[config.mk]
export PLATFORM = sky130hd
export DESIGN_NAME = game_mem_arbiter
export DESIGN_NICKNAME = d
export VERILOG_FILES = /design/src/rtl/game_pkg.sv /design/src/rtl/rr_arb2.sv /design/src/rtl/game_mem_arbiter.sv
export SDC_FILE = /design/constraint.sdc
export NUM_CORES = 1
export LEC_CHECK = 0
export ABC_CLOCK_PERIOD_IN_PS = 1330
export BUFFER_PORTS_ARGS = -buffer_cell sky130_fd_sc_hd__buf_2
export CAP_MARGIN = 20
export CORE_MARGIN = 3
export CORE_UTILIZATION = 34
export CTS_CLUSTER_DIAMETER = 40
export CTS_CLUSTER_SIZE = 8
export DETAILED_ROUTE_END_ITERATION = 8
export PLACE_DENSITY = 0.86
export SLEW_MARGIN = 25
export SYNTH_ARGS = -nofsm -noshare
export SYNTH_HDL_FRONTEND = slang
export SYNTH_SLANG_ARGS = --single-unit
[constraint.sdc]
create_clock -name clk -period 1.33 [get_ports clk]
set_input_delay 0.1995 -clock clk [delete_from_list [all_inputs] [get_ports clk]]
set_output_delay 0.1995 -clock clk [all_outputs]
set_load 0.05 [all_outputs]
[src/rtl/game_pkg.sv]
// Shared port ids and read-return tag for the player-number RAM arbiter.
// Imported by the arbiter top and its bench.
package game_pkg;

  localparam int TAG_W = 2;

  typedef logic [TAG_W-1:0] port_id_t;

  localparam port_id_t PORT_ENTRY = 2'd0;
  localparam port_id_t PORT_LOGIC = 2'd1;
  localparam port_id_t PORT_DISP  = 2'd2;

  typedef struct packed {
    logic     vld;
    port_id_t id;
  } rtag_t;

endpackage

[src/rtl/rr_arb2.sv]
// Two-way round-robin arbiter; rr_last=1 means b was granted last.
// Reset leaves b as "last", so a is favoured first.
module rr_arb2 (
  input  logic clk,
  input  logic rstn,
  input  logic en,
  input  logic req_a,
  input  logic req_b,
  output logic gnt_a,
  output logic gnt_b
);

  logic rr_last;

  assign gnt_a = en & req_a & (~req_b | rr_last);
  assign gnt_b = en & req_b & (~req_a | ~rr_last);

  always_ff @(posedge clk) begin
    if (!rstn) begin
      rr_last <= 1'b1;
    end else if (gnt_a) begin
      rr_last <= 1'b0;
    end else if (gnt_b) begin
      rr_last <= 1'b1;
    end
  end

endmodule

[src/rtl/game_mem_arbiter.sv]
// Shares the single-port player-number RAM between entry, game logic
// and display; one access per cycle, tagged read return next cycle.
module game_mem_arbiter
  import game_pkg::*;
#(
  parameter int ADDR_WIDTH = 4,
  parameter int DATA_WIDTH = 8
) (
  input  logic                  clk,
  input  logic                  rstn,
  input  logic                  game_active,
  input  logic                  req0,
  input  logic                  req1,
  input  logic                  req2,
  input  logic                  we0,
  input  logic                  we1,
  input  logic                  we2,
  input  logic [ADDR_WIDTH-1:0] addr0,
  input  logic [ADDR_WIDTH-1:0] addr1,
  input  logic [ADDR_WIDTH-1:0] addr2,
  input  logic [DATA_WIDTH-1:0] wdata0,
  input  logic [DATA_WIDTH-1:0] wdata1,
  input  logic [DATA_WIDTH-1:0] wdata2,
  output logic                  gnt0,
  output logic                  gnt1,
  output logic                  gnt2,
  output logic                  rvalid0,
  output logic                  rvalid1,
  output logic                  rvalid2,
  output logic [DATA_WIDTH-1:0] rdata,
  output logic [ADDR_WIDTH-1:0] mem_addr,
  output logic [DATA_WIDTH-1:0] mem_wdata,
  output logic                  mem_we,
  input  logic [DATA_WIDTH-1:0] mem_rdata,
  output logic                  entry_reject
);

  logic                  elig0;
  logic                  en12;
  logic                  req1_ok;
  logic                  gnt_any;
  logic                  sel_we;
  port_id_t              sel_id;
  logic [ADDR_WIDTH-1:0] sel_addr;
  logic [DATA_WIDTH-1:0] sel_wdata;
  logic [ADDR_WIDTH-1:0] addr_q;
  logic [DATA_WIDTH-1:0] wdata_q;
  rtag_t                 tag_q;
  logic                  rej_q;
  logic                  rej_d;
  logic                  tag_live;

  assign elig0   = req0 & ~game_active;
  assign req1_ok = req1 & game_active;
  assign gnt0    = rstn & elig0;
  assign en12    = rstn & ~elig0;

  rr_arb2 u_rr (
    .clk   (clk),
    .rstn  (rstn),
    .en    (en12),
    .req_a (req1_ok),
    .req_b (req2),
    .gnt_a (gnt1),
    .gnt_b (gnt2)
  );

  assign gnt_any = gnt0 | gnt1 | gnt2;

  // Without a grant the bus replays the last granted address/data.
  always_comb begin
    sel_we    = 1'b0;
    sel_id    = PORT_ENTRY;
    sel_addr  = addr_q;
    sel_wdata = wdata_q;
    unique case (1'b1)
      gnt0: begin
        sel_we    = we0;
        sel_id    = PORT_ENTRY;
        sel_addr  = addr0;
        sel_wdata = wdata0;
      end
      gnt1: begin
        sel_we    = we1;
        sel_id    = PORT_LOGIC;
        sel_addr  = addr1;
        sel_wdata = wdata1;
      end
      gnt2: begin
        sel_we    = we2;
        sel_id    = PORT_DISP;
        sel_addr  = addr2;
        sel_wdata = wdata2;
      end
      default: ;
    endcase
  end

  assign mem_we    = sel_we;
  assign mem_addr  = rstn ? sel_addr : '0;
  assign mem_wdata = rstn ? sel_wdata : '0;

  // A reject can only arise while a game runs, so dropping game_active
  // is exactly the 1->0 edge that clears it.
  assign rej_d        = game_active & (rej_q | req0);
  assign entry_reject = rstn & rej_d;

  assign tag_live = rstn & tag_q.vld;
  assign rvalid0  = tag_live & (tag_q.id == PORT_ENTRY);
  assign rvalid1  = tag_live & (tag_q.id == PORT_LOGIC);
  assign rvalid2  = tag_live & (tag_q.id == PORT_DISP);
  assign rdata    = tag_live ? mem_rdata : '0;

  always_ff @(posedge clk) begin
    if (!rstn) begin
      addr_q  <= '0;
      wdata_q <= '0;
      tag_q   <= '0;
      rej_q   <= 1'b0;
    end else begin
      if (gnt_any) begin
        addr_q  <= sel_addr;
        wdata_q <= sel_wdata;
      end
      tag_q.vld <= gnt_any & ~sel_we;
      tag_q.id  <= sel_id;
      rej_q     <= rej_d;
    end
  end

endmodule
-- Yosys cells after proc, flatten, opt, wreduce, memory -nomap -nowiden
Index checks and enable logic that the tools add are counted.
W data, S select, Z words.
- divide/modulo/power cells: 0
- $add $sub $neg: 0
- order comparisons: 0
- equality and inequality tests: 2
- shifts and indexed selects: 0
- multipliers: 0
- bitwise gates (word level): 26
- mux-type cells: 9
- reductions and logical operators: 2
- operators by type and width (cell ; count):
    $pmux W8 S3 ; 1
    $mux W8 ; 2
    $and A1 B1 Y1 ; 15
    $pmux W4 S3 ; 1
    $not A1 Y1 ; 6
    $or A1 B1 Y1 ; 5
    $mux W4 ; 1
    $pmux W2 S2 ; 1
    $pmux W1 S3 ; 1
    $eq A2 B1 Y1 const B ; 1
    $eq A2 B2 Y1 const B ; 1
    $logic_not A2 Y1 ; 1
    $mux W1 ; 2
    $reduce_bool A2 Y1 ; 1
- bits in registers: 17
- word-level logic and storage cells: 45
- input bits: 53
- memories kept: 0
- bits in latches: 0
- bits in writable memories: 0
- ROM bits: 0

-- Logic depth before layout (Yosys ltp)
Gate-level depths: netlist of the first run.
- depth in word-level cells: 9
- mapped depth: 7
- mapped depth without buffers: 4

-- By module
From an unflattened synthesis of the first run, not the netlist that was laid out.
- cell total of the unflattened synthesis: 111
- area, all modules: 974.7 µm²
- modules (own cells, without submodules) (module ; seq. area each (µm²) ; instances ; area an instance (µm²) ; cells an instance):
    game_mem_arbiter ; 320.3 ; 1 ; 918.4 ; 103
    rr_arb2 ; 20.0 ; 1 ; 56.3 ; 8

-- Least setup slack after synthesis of the first run
Ideal clock, no wire load.
- path kind: input port to output port
- from: in rstn
- to: out mem_addr[1]
- arrival time: 1.936 ns
- stages on the path: 6
- required time: 1.131 ns
- path slack: -0.805 ns
- buffers on the path: 2
- path through: buf_2 -> nand3_1 -> a21oi_2 -> buf_2 -> a221oi_1 -> a21oi_1
- longest elaborated chain between the ends: 5
- elaborated cells between the ends (all ways): 8
- classes of those cells: 2 x mux; 6 x bitwise
- RTL lines (item ; line ; text):
    start, declared ; game_mem_arbiter.sv:10 ; input logic rstn,
    $and A1 B1 Y1 ; game_mem_arbiter.sv:56 ; assign en12 = rstn & ~elig0;
    $and A1 B1 Y1 (2 in series) ; rr_arb2.sv:15 ; assign gnt_a = en & req_a & (~req_b | rr_last);
    named net gnt1 ; game_mem_arbiter.sv:25 ; output logic gnt1,
    $pmux W4 S3 ; game_mem_arbiter.sv:76 ; unique case (1'b1)
    $mux W4 ; game_mem_arbiter.sv:100 ; assign mem_addr = rstn ? sel_addr : '0;
    end, declared ; game_mem_arbiter.sv:31 ; output logic [ADDR_WIDTH-1:0] mem_addr,
The timed path passes the listed nets, and every way through them passes these cells.

-- Final worst setup path of the first run
- from: reg u_rr.rr_last
- to: out mem_wdata[1]
- longest elaborated chain between the ends: 5
- elaborated cells between the ends (all ways): 7
- classes of those cells: 2 x mux; 5 x bitwise
- RTL lines (item ; line ; text):
    start, declared ; rr_arb2.sv:13 ; logic rr_last;
    start signal, assigned ; rr_arb2.sv:20 ; rr_last <= 1'b1;
    start signal, assigned ; rr_arb2.sv:22 ; rr_last <= 1'b0;
    start signal, assigned ; rr_arb2.sv:24 ; rr_last <= 1'b1;
    $not A1 Y1 ; rr_arb2.sv:16 ; assign gnt_b = en & req_b & (~req_a | ~rr_last);
    $or A1 B1 Y1 ; rr_arb2.sv:16 ;
    $and A1 B1 Y1 ; rr_arb2.sv:16 ;
    $pmux W8 S3 * ; game_mem_arbiter.sv:76 ;
    $mux W8 * ; game_mem_arbiter.sv:101 ; assign mem_wdata = rstn ? sel_wdata : '0;
    end, declared ; game_mem_arbiter.sv:32 ; output logic [DATA_WIDTH-1:0] mem_wdata,
Mark *: on every way between the ends. The rest lies on a longest branch, timed or not.

==> metrics.cfg, run 1 <==
[run_status]
outcome=finished with violations
violations=negative setup slack

[detailed_routing]
ant_nets=0
wl_per_cell_microns=17.8
routed_via_density=5.62
num_vias=1415
drtIter0Drc=31
finalWirelength_microns=4490
remaining_drc_errors=0
firstDrtPassIters=4

[die]
die_w_microns=59.7
die_y_microns=59.7
dieArea_sq_um=3560
num_rows=18
coreArea_sq_um=2610
pin_count=81
start_util_pct=37.5

[synth]
synth.yosys.seq_area_share_pct=34.7
yosys.area.top_type=dfxtp_1
synth_warnings=0
synth_most_common_cell=a21oi_1
synth_edf_count=0
synthTopCellsByCount=25 x a21oi_1, 17 x dfxtp_1, 12 x a221oi_1, 11 x o21ai_1, 9 x nand2_2
synthDistinctLibCells=26
synthesis.area_per_instance_sq_um=8.23
synth_nets=172
synth_seq_cells=17
synth.area.top_cells=dfxtp_1 35%, a21oi_1 13%, a221oi_1 11%
syn_area_sq_um=980
synth_top_flop_cell=dfxtp_1
async_reset_ff_share_pct=0
synthDominantCellAreaShare_pct=34.7
netlist_instances=119

[setup_path]
crit_type=flop to output pin
end_kind=output pin
crit_required_ps=1130
arrival_ps=1640
crit_fanout=5
crit_path_start_kind=flop

[power_and_ir_drop]
power_leakage_uw=0.00101
pwr_density_cell_nw_per_um2=749
ir_drop_v=0.000654

[sta]
fin_skew_ps=4.53
fmax_mhz=544
fin_crit_sh_pct=138
holdWs_ps=163
layout_setup_ws_ps=-509
slew_headroom_pct=73.5
tightest_slew_ps=398
hold_viol=0
rsz0062_at_grt=yes
setup_violations=18
slew_viol_final=0
fin_crit_ps=1840

[clocking]
htreeDepth=1
cts_tree=done
cts_buffer_depth=2
clockRootBuffer=clkbuf_4
clk_latency_ps=290
ctsHoldBuffers=0
path_clk_slew_ps=110
numCtsBuffers=3
cts_num_sinks=17

[place]
place_area_sq_um=1820
dp_hpwl_microns=2680
place_ws_ps=-357
io_buffers=80
dp.cells=251
gp_congestion=0.746

[global_routing]
grt_pass1_wl_microns=6410
grt_pass1_vias=1389
grt_max_degree=20
gr-usage-all-layers_pct=23.8
antenna_found_initial=0
gr-total-overflow=0

[cells_and_area]
layout.nets=276
register_area_sq_um=348
multi_input_area_sq_um=958
syn2layout_area_growth_pct=131
drive_above_1_share_pct=77.9
fin_util_pct=86.6
antenna_cells=0
fillerInstances=143
layout.cells.non_filler=252
fin_area_sq_um=2260

[hold_path]
hp-class=primary input to flop

[flow_run]
drv_cap=0

layout make-up:
| type | instances | area share [%] |
|---|---|---|
| flip-flops and latches | 17 | 15.4 |
| inverters | 1 | 0.166 |
| repair buffers | 109 | 39.2 |
| clock buffers | 3 | 0.995 |
| well taps | 30 | 1.66 |
| multi-input cells | 91 | 42.3 |
| clock inverters | 1 | 0.221 |
flip-flops by register name, summed over array words and instances, names as in the netlist:
name,cells
wdata_q,8
tag_q,3
rej_q,1
u_rr.rr_last,1
addr_q,4
cell usage in the layout (no fill, tap or decap), types with 3 or more instances in the layout:
cell,n
buf_4,22
a21oi_4,13
and3_4,8
dfxtp_1,13
a221oi_4,4
nand2_2,8
buf_2,53
a21oi_1,13
nand2_4,7
a221oi_2,7
clkbuf_4,3
dfxtp_2,3
buf_8,14
buf_6,18
o21ai_1,11
critical path: stages, from the launching register on:
cell and delay [ps]:
dfxtp_2 350, inv_2 80, a21oi_4 80, buf_12 150, buf_8 130, a221oi_4 320, a21oi_4 90, buf_6 160
path summary, 6_finish.rpt:
| kind | startpoint | endpoint | slack [ps] | depth (start not counted) |
|---|---|---|---|---|
| setup / recovery | u_rr.rr_last$_SDFFE_PN1P_ | mem_wdata[1] | -510 | 7 |
| hold / removal | req0 | rej_q$_SDFF_PN0_ | 160 | 2 |
| setup reg to reg | u_rr.rr_last$_SDFFE_PN1P_ | addr_q[2]$_SDFFE_PN0P_ | -60 | 7 |
| hold reg to reg | rej_q$_SDFF_PN0_ | rej_q$_SDFF_PN0_ | 510 | 1 |
what timing repair did:
item	CTS	global route
pin swaps	4	7
buffers inserted	0	2
hold endpoints to repair	0	0
resized for setup	77	32
setup endpoints to repair	31	34
gates cloned	0	1
logic make-up after synthesis:
logic type             count (synthesis)  share of synthesized area (%)
AO/OA/AOI/OAI                         56                           36.0
AND/OR/NAND/NOR                       35                           21.5
flip-flops                            17                           34.7
buffers and inverters                 11                           7.79
report_power, final:
part / switching, uW / total [uW] / internal (uW)
Clock: 176 / 287 / 112
Combinational: 478 / 841 / 362
Sequential: 18.9 / 567 / 548
routing by layer:
metal	up-vias	share of wire, %	GRT usage (%)
met4	0	1.1	7.59
met3	6	7.6	4.75
met1	658	38	28.8
met5	-	0	0
li1	663	-	-
met2	88	54	42.0
through the flow:
step                      total power [uW]  TNS (ps)
after floorplan                       1010     -2940
after global placement                1240     -5280
after detailed placement              1250     -5720
after CTS                             1640     -6400
after global routing                  1760     -8310
final                                 1690     -6550
Note: power is estimated with default switching activity, not from simulation.
==> inputs of run 2 (changes only) <==
- BUFFER_PORTS_ARGS: -buffer_cell sky130_fd_sc_hd__buf_2 -> -buffer_cell sky130_fd_sc_hd__buf_4
==> run 2 against run 1 <==
The flow now stops in global routing (5_1_grt). Synthesized area unchanged. Synthesized cell count stayed put.
==> metrics.cfg, run 2 <==
[clocking]
numCtsBuffers=3
cts_num_sinks=17
clockRootBuffer=clkbuf_4
cts_buffer_depth=2
htreeDepth=1

[synth]
synthDominantCellAreaShare_pct=34.7
synthDistinctLibCells=26
synth_seq_cells=17
synth_top_flop_cell=dfxtp_1
synth.yosys.seq_area_share_pct=34.7
synth.area.top_cells=dfxtp_1 35%, a21oi_1 13%, a221oi_1 11%
synth_most_common_cell=a21oi_1
syn_area_sq_um=980
synthesis.area_per_instance_sq_um=8.23
async_reset_ff_share_pct=0
synthTopCellsByCount=25 x a21oi_1, 17 x dfxtp_1, 12 x a221oi_1, 11 x o21ai_1, 9 x nand2_2
synth_edf_count=0
synth_nets=172
netlist_instances=119
synth_warnings=0
yosys.area.top_type=dfxtp_1

[run_status]
tool.error=[ERROR DPL-0033] detailed placement checks failed during check placement.
haltStage=global routing (5_1_grt)
outcome=stopped before the end

[sta]
postGrtWorstEndpoint=mem_wdata[1]
worstEndpointType=top-level output

[global_routing]
antenna_found_initial=0
grt_max_degree=16

[place]
dp.cells=251
dp_hpwl_microns=3150
gp_congestion=0.767
io_buffers=80

[die]
die_y_microns=59.7
die_w_microns=59.7
start_util_pct=37.5
num_rows=18
pin_count=81

-- run 2: cell counts after synthesis --
No cell type changed its count.
-- run 2: cells by family after synthesis --
group / after synthesis / synth area share (%)
buffers and inverters: 11 / 7.79
DFF: 17 / 34.7
and+or+nand+nor: 35 / 21.5
AOI/OAI and AO/OA: 56 / 36.0
-- run 2: repair_timing --
item	CTS
gates cloned	1
endpoints found under the setup margin	24
pin swaps	10
gates resized for setup	66
hold buffers	0
setup buffers	2
-- run 2: metrics by stage --
step	setup slack (ps)	hold WS, ps	instance area, sq um	utilization, %
2_1_floorplan	-268	295	1220	-
3_3_place_gp	-316	444	2020	77.5
3_5_place_dp	-368	464	2020	77.5
4_1_cts	-442	166	2360	90.2
==> inputs of run 3 (changes only) <==
- ABC_CLOCK_PERIOD_IN_PS: 1330 -> 1700
- CORE_AREA: unset -> 3 3 64 66
- CORE_MARGIN: 3 -> unset
- CORE_UTILIZATION: 34 -> unset
- CTS_CLUSTER_DIAMETER: 40 -> unset
- CTS_CLUSTER_SIZE: 8 -> unset
- DIE_AREA: unset -> 0 0 67 69
- PLACE_DENSITY: 0.86 -> unset
- PLACE_DENSITY_LB_ADDON: unset -> 0.15
- clock period: 1.33 -> 1.7 ns (I/O delays scaled with it)
==> run 3 against run 2 <==
The flow now finishes, with violations (negative setup slack).
==> metrics.cfg, run 3 (same netlist as run 1, synthesis figures left out) <==
[cells_and_area]
antenna_cells=0
final_common_cell=buf_4
most-common-layout-cells=92 x buf_4, 19 x buf_6, 16 x dfxtp_1
drive_above_1_share_pct=75.7
largest_register_ffs=8
syn2layout_area_growth_pct=137
layout.cells.non_filler=274
regMostFlops=wdata_q
fin_util_pct=63.8
top_regs=wdata_q: 8 flops, addr_q: 4 flops, tag_q: 3 flops
layout.nets=280

[power_and_ir_drop]
pwr_density_cell_nw_per_um2=618
ir_drop_v=0.000505
power_leakage_uw=0.00104

[hold_path]
hold_depth=2
worstHoldEndpoint=rej_q$_SDFF_PN0_
hp-class=primary input to flop
hold_path.startpoint=req0

[sta]
holdWs_ps=236
fin_crit_sh_pct=105
tightest_slew_ps=345
rsz0062_at_grt=yes
hold_viol=0
layout_setup_ws_ps=-92.2
fin_skew_ps=5.52
setup_violations=13
slew_headroom_pct=77.0
fmax_mhz=558
slew_viol_final=0
fin_crit_ps=1790

[setup_path]
reg2reg_slack_ps=310
reg2reg_depth=8
crit_family=simple AND/OR/NAND/NOR gates
crit_required_ps=1440
crit_path_start_kind=flop
end_kind=output pin
crit_fanout=5
arrival_ps=1540
critical_path_buf_inv_count=2
slowest_delay_ps=340
cp_slowest_cell=dfxtp_2
crit_type=flop to output pin
crit_cells=6
crit_top_cell=buf_6
crit_chain=nand3_2, and4b_2, buf_6, nand2_2, a21oi_4, buf_6
regToRegStartpoint=u_rr.rr_last$_SDFFE_PN1P_
crit-reg2reg-capture=wdata_q[4]$_SDFFE_PN0P_

[detailed_routing]
num_vias=1400
routed_via_density=5.11
wl_per_cell_microns=16.0
drtIter0Drc=39
finalWirelength_microns=4380
firstDrtPassIters=4
ant_nets=0
remaining_drc_errors=0

[clocking]
htreeDepth=1
cts_buffer_depth=2
ctsHoldBuffers=0
numCtsBuffers=3
cts_tree=done
clk_latency_ps=260
cts_num_sinks=17
path_clk_slew_ps=70
clockRootBuffer=clkbuf_8

[run_status]
violations=negative setup slack
outcome=finished with violations

[global_routing]
grt_pass1_wl_microns=6530
grt_max_degree=15
grt_pass1_vias=1450
gr-total-overflow=0
antenna_found_initial=0
gr-usage-all-layers_pct=18.1

[die]
coreArea_sq_um=3630
die_y_microns=69
die_w_microns=67
dieArea_sq_um=4620
num_rows=22
pin_count=81
start_util_pct=27.0

[place]
gp_congestion=0.756
io_buffers=80
dp.cells=268
place_ws_ps=-167
dp_hpwl_microns=3000

[flow_run]
drv_cap=0

[run 3: per-stage QoR]
| step | power [uW] | area [sq um] | setup TNS, ps |
|---|---|---|---|
| after floorplan | 765 | 1120 | -3.47 |
| after global placement | 1010 | 1950 | -1740 |
| after detailed placement | 1020 | 1950 | -1740 |
| after CTS | 1410 | 2270 | -1000 |
| after global routing | 1510 | 2320 | -1720 |
| final | 1430 | 2320 | -760 |
[run 3: how the worst max path moves through the flow]
| stage | startpoint | endpoint | slack [ps] |
|---|---|---|---|
| 2_1_floorplan | req0 | mem_addr[1] | -3 |
| 3_3_place_gp | req0 | mem_addr[2] | -170 |
| 3_5_place_dp | req0 | mem_addr[2] | -170 |
| 4_1_cts | u_rr.rr_last$_SDFFE_PN1P_ | mem_wdata[4] | -120 |
| 5_1_grt | u_rr.rr_last$_SDFFE_PN1P_ | mem_wdata[4] | -160 |
| 6_report | u_rr.rr_last$_SDFFE_PN1P_ | mem_addr[2] | -90 |
[run 3: per-layer routing]
metal / wire, microns / vias up / GRT usage, %
met5: 0 / - / 0
met4: 17 / 0 / 3.60
met3: 361 / 2 / 3.91
met2: 2390 / 58 / 34.2
met1: 1610 / 672 / 20.1
li1: - / 668 / -
[run 3: final cells by class]
class	count	area, sq um
Fill cell	319	1320
Timing Repair Buffer	113	940
Multi-Input combinational cell	91	927
Sequential cell	17	342
Tap cell	48	60.1
Clock buffer	3	41.3
Clock inverter	1	5.00
Inverter	1	3.75
[run 3: what timing repair did]
item | in CTS | in global routing
gates resized for setup | 51 | 13
pin swaps | 8 | 8
buffers inserted | 6 | 4
cloned | 2 | 1
setup endpoints to repair | 13 | 13
[run 3: power by group]
group          internal [uW]  switching, uW
sequential               429           16.8
clock                    163            153
combinational            307            364
total                    899            534
==> inputs of run 4 (changes only) <==
==> constraint.sdc (replaced) <==
create_clock -name clk -period 1.7 [get_ports clk]
set_input_delay 0.17 -clock clk [delete_from_list [all_inputs] [get_ports clk]]
set_output_delay 0.17 -clock clk [all_outputs]
set_load 0.05 [all_outputs]
==> run 4 against run 3 <==
The flow still finishes with violations (negative setup slack). Final cell count fell by 1.8%. Non-clock buffer count fell by 5. Combinational power fell by 2%. Total power fell by 1.4%. Hold slack got worse by 42 ps. Setup slack improved by 87 ps. Clock-buffer cell count rose by 1. Design area fell by 2.6%. Register-to-register slack improved by 90 ps. Clock power barely moved. Sequential share of layout area rose by 0.39 points. Die area did not move. Critical path type unchanged. Largest cell class unchanged.
==> metrics.cfg, run 4 (same netlist as run 1, synthesis figures left out) <==
[cells_and_area]
top_regs=wdata_q: 8 flops, addr_q: 4 flops, tag_q: 3 flops
fillerInstances=312
largest_register_ffs=8
layout.nets=275
syn2layout_area_growth_pct=131
most-common-layout-cells=88 x buf_4, 16 x dfxtp_1, 15 x buf_6
fin_area_sq_um=2260
regMostFlops=wdata_q
layout.cells.non_filler=269
drive_above_1_share_pct=70.1
antenna_cells=0
final_common_cell=buf_4

[die]
coreArea_sq_um=3630
die_y_microns=69
num_rows=22
start_util_pct=27.0
dieArea_sq_um=4620
die_w_microns=67
pin_count=81

[run_status]
outcome=finished with violations
violations=negative setup slack

[detailed_routing]
finalWirelength_microns=4030
firstDrtPassIters=4
wl_per_cell_microns=15.0
routed_via_density=4.98
num_vias=1340
remaining_drc_errors=0
drtIter0Drc=32
ant_nets=0

[sta]
hold_viol=0
rsz0062_at_grt=yes
fmax_mhz=586
layout_setup_ws_ps=-5.10
slew_headroom_pct=80.3
tightest_slew_ps=294
holdWs_ps=194
fin_crit_sh_pct=100
fin_crit_ps=1710
setup_violations=1
fin_skew_ps=6.00
slew_viol_final=0

[place]
io_buffers=80
gp_congestion=0.736
dp_hpwl_microns=2790
dp.cells=256
place_ws_ps=-316
place_area_sq_um=1840

[setup_path]
crit_fanout=8
crit_required_ps=1530
arrival_ps=1540
end_kind=output pin
critical_path.startpoint=u_rr.rr_last$_SDFFE_PN1P_
crit_type=flop to output pin
regToRegStartpoint=u_rr.rr_last$_SDFFE_PN1P_
crit_path_start_kind=flop

[global_routing]
grt_pass1_wl_microns=6080
gr-total-overflow=0
gr-usage-all-layers_pct=16.7
grt_max_degree=20
antenna_found_initial=0
grt_pass1_vias=1326

[power_and_ir_drop]
ir_drop_v=0.000460
finalPower_uw=1410
pwr_density_cell_nw_per_um2=625
power_leakage_uw=0.00100

[clocking]
clockRootBuffer=clkbuf_8
htreeDepth=1
cts_num_sinks=17
path_clk_slew_ps=60
cts_tree=done
cts_buffer_depth=2
clk_latency_ps=260
numCtsBuffers=3

[hold_path]
hp-class=primary input to flop
hold_path.startpoint=addr2[1]

[flow_run]
drv_cap=0

==> run 4: metrics by stage <==
step           setup TNS (ps)  utilization [%]
3_5_place_dp            -3230             50.6
2_1_floorplan            -148                -
5_1_grt                  -492             62.2
6_report                -5.10             62.2
4_1_cts                  -199             59.0
3_3_place_gp            -2610             50.6
==> run 4: worst paths after layout <==
check             cells past startpoint                      end  slack (ps)
setup reg to reg                      6  wdata_q[7]$_SDFFE_PN0P_         400
hold reg to reg                       1         rej_q$_SDFF_PN0_         510
setup / recovery                      6             mem_wdata[3]          -5
hold / removal                        3   addr_q[1]$_SDFFE_PN0P_         190
==> run 4: timing repair <==
action	4_1_cts	5_1_grt
gates resized for setup	36	14
gates cloned	1	0
endpoints found under the setup margin	12	13
pin swaps	4	4
setup buffers	5	5
hold buffers	0	0
==> run 4: layout make-up <==
class	instances	area [sq um]	area share [%]
clock buffer	4	45.0	1.99
timing repair buffer	108	937	41.5
inverter	1	3.75	0.166
tap	48	60.1	2.66
multi-input combinational	91	871	38.6
sequential	17	342	15.1
==> run 4: power by group <==
part / switching, uW / internal, uW
Combinational: 348 / 308
Clock: 147 / 167
Sequential: 13.9 / 428
==> run 4: critical path, stage by stage (launching register included) <==
cell	delay [ps]
dfxtp_2	330
nand3_2	80
and4b_1	250
buf_6	180
nand2_2	90
a21oi_4	170
buf_6	170
==> run 4: routing by layer <==
| metal | global-route usage, % | up-vias | share of wire, % |
|---|---|---|---|
| li1 | - | 659 | - |
| met1 | 18.3 | 625 | 39 |
| met2 | 30.9 | 52 | 52 |
| met3 | 3.91 | 4 | 7.7 |
| met4 | 4.73 | 0 | 0.87 |
| met5 | 0 | - | 0 |
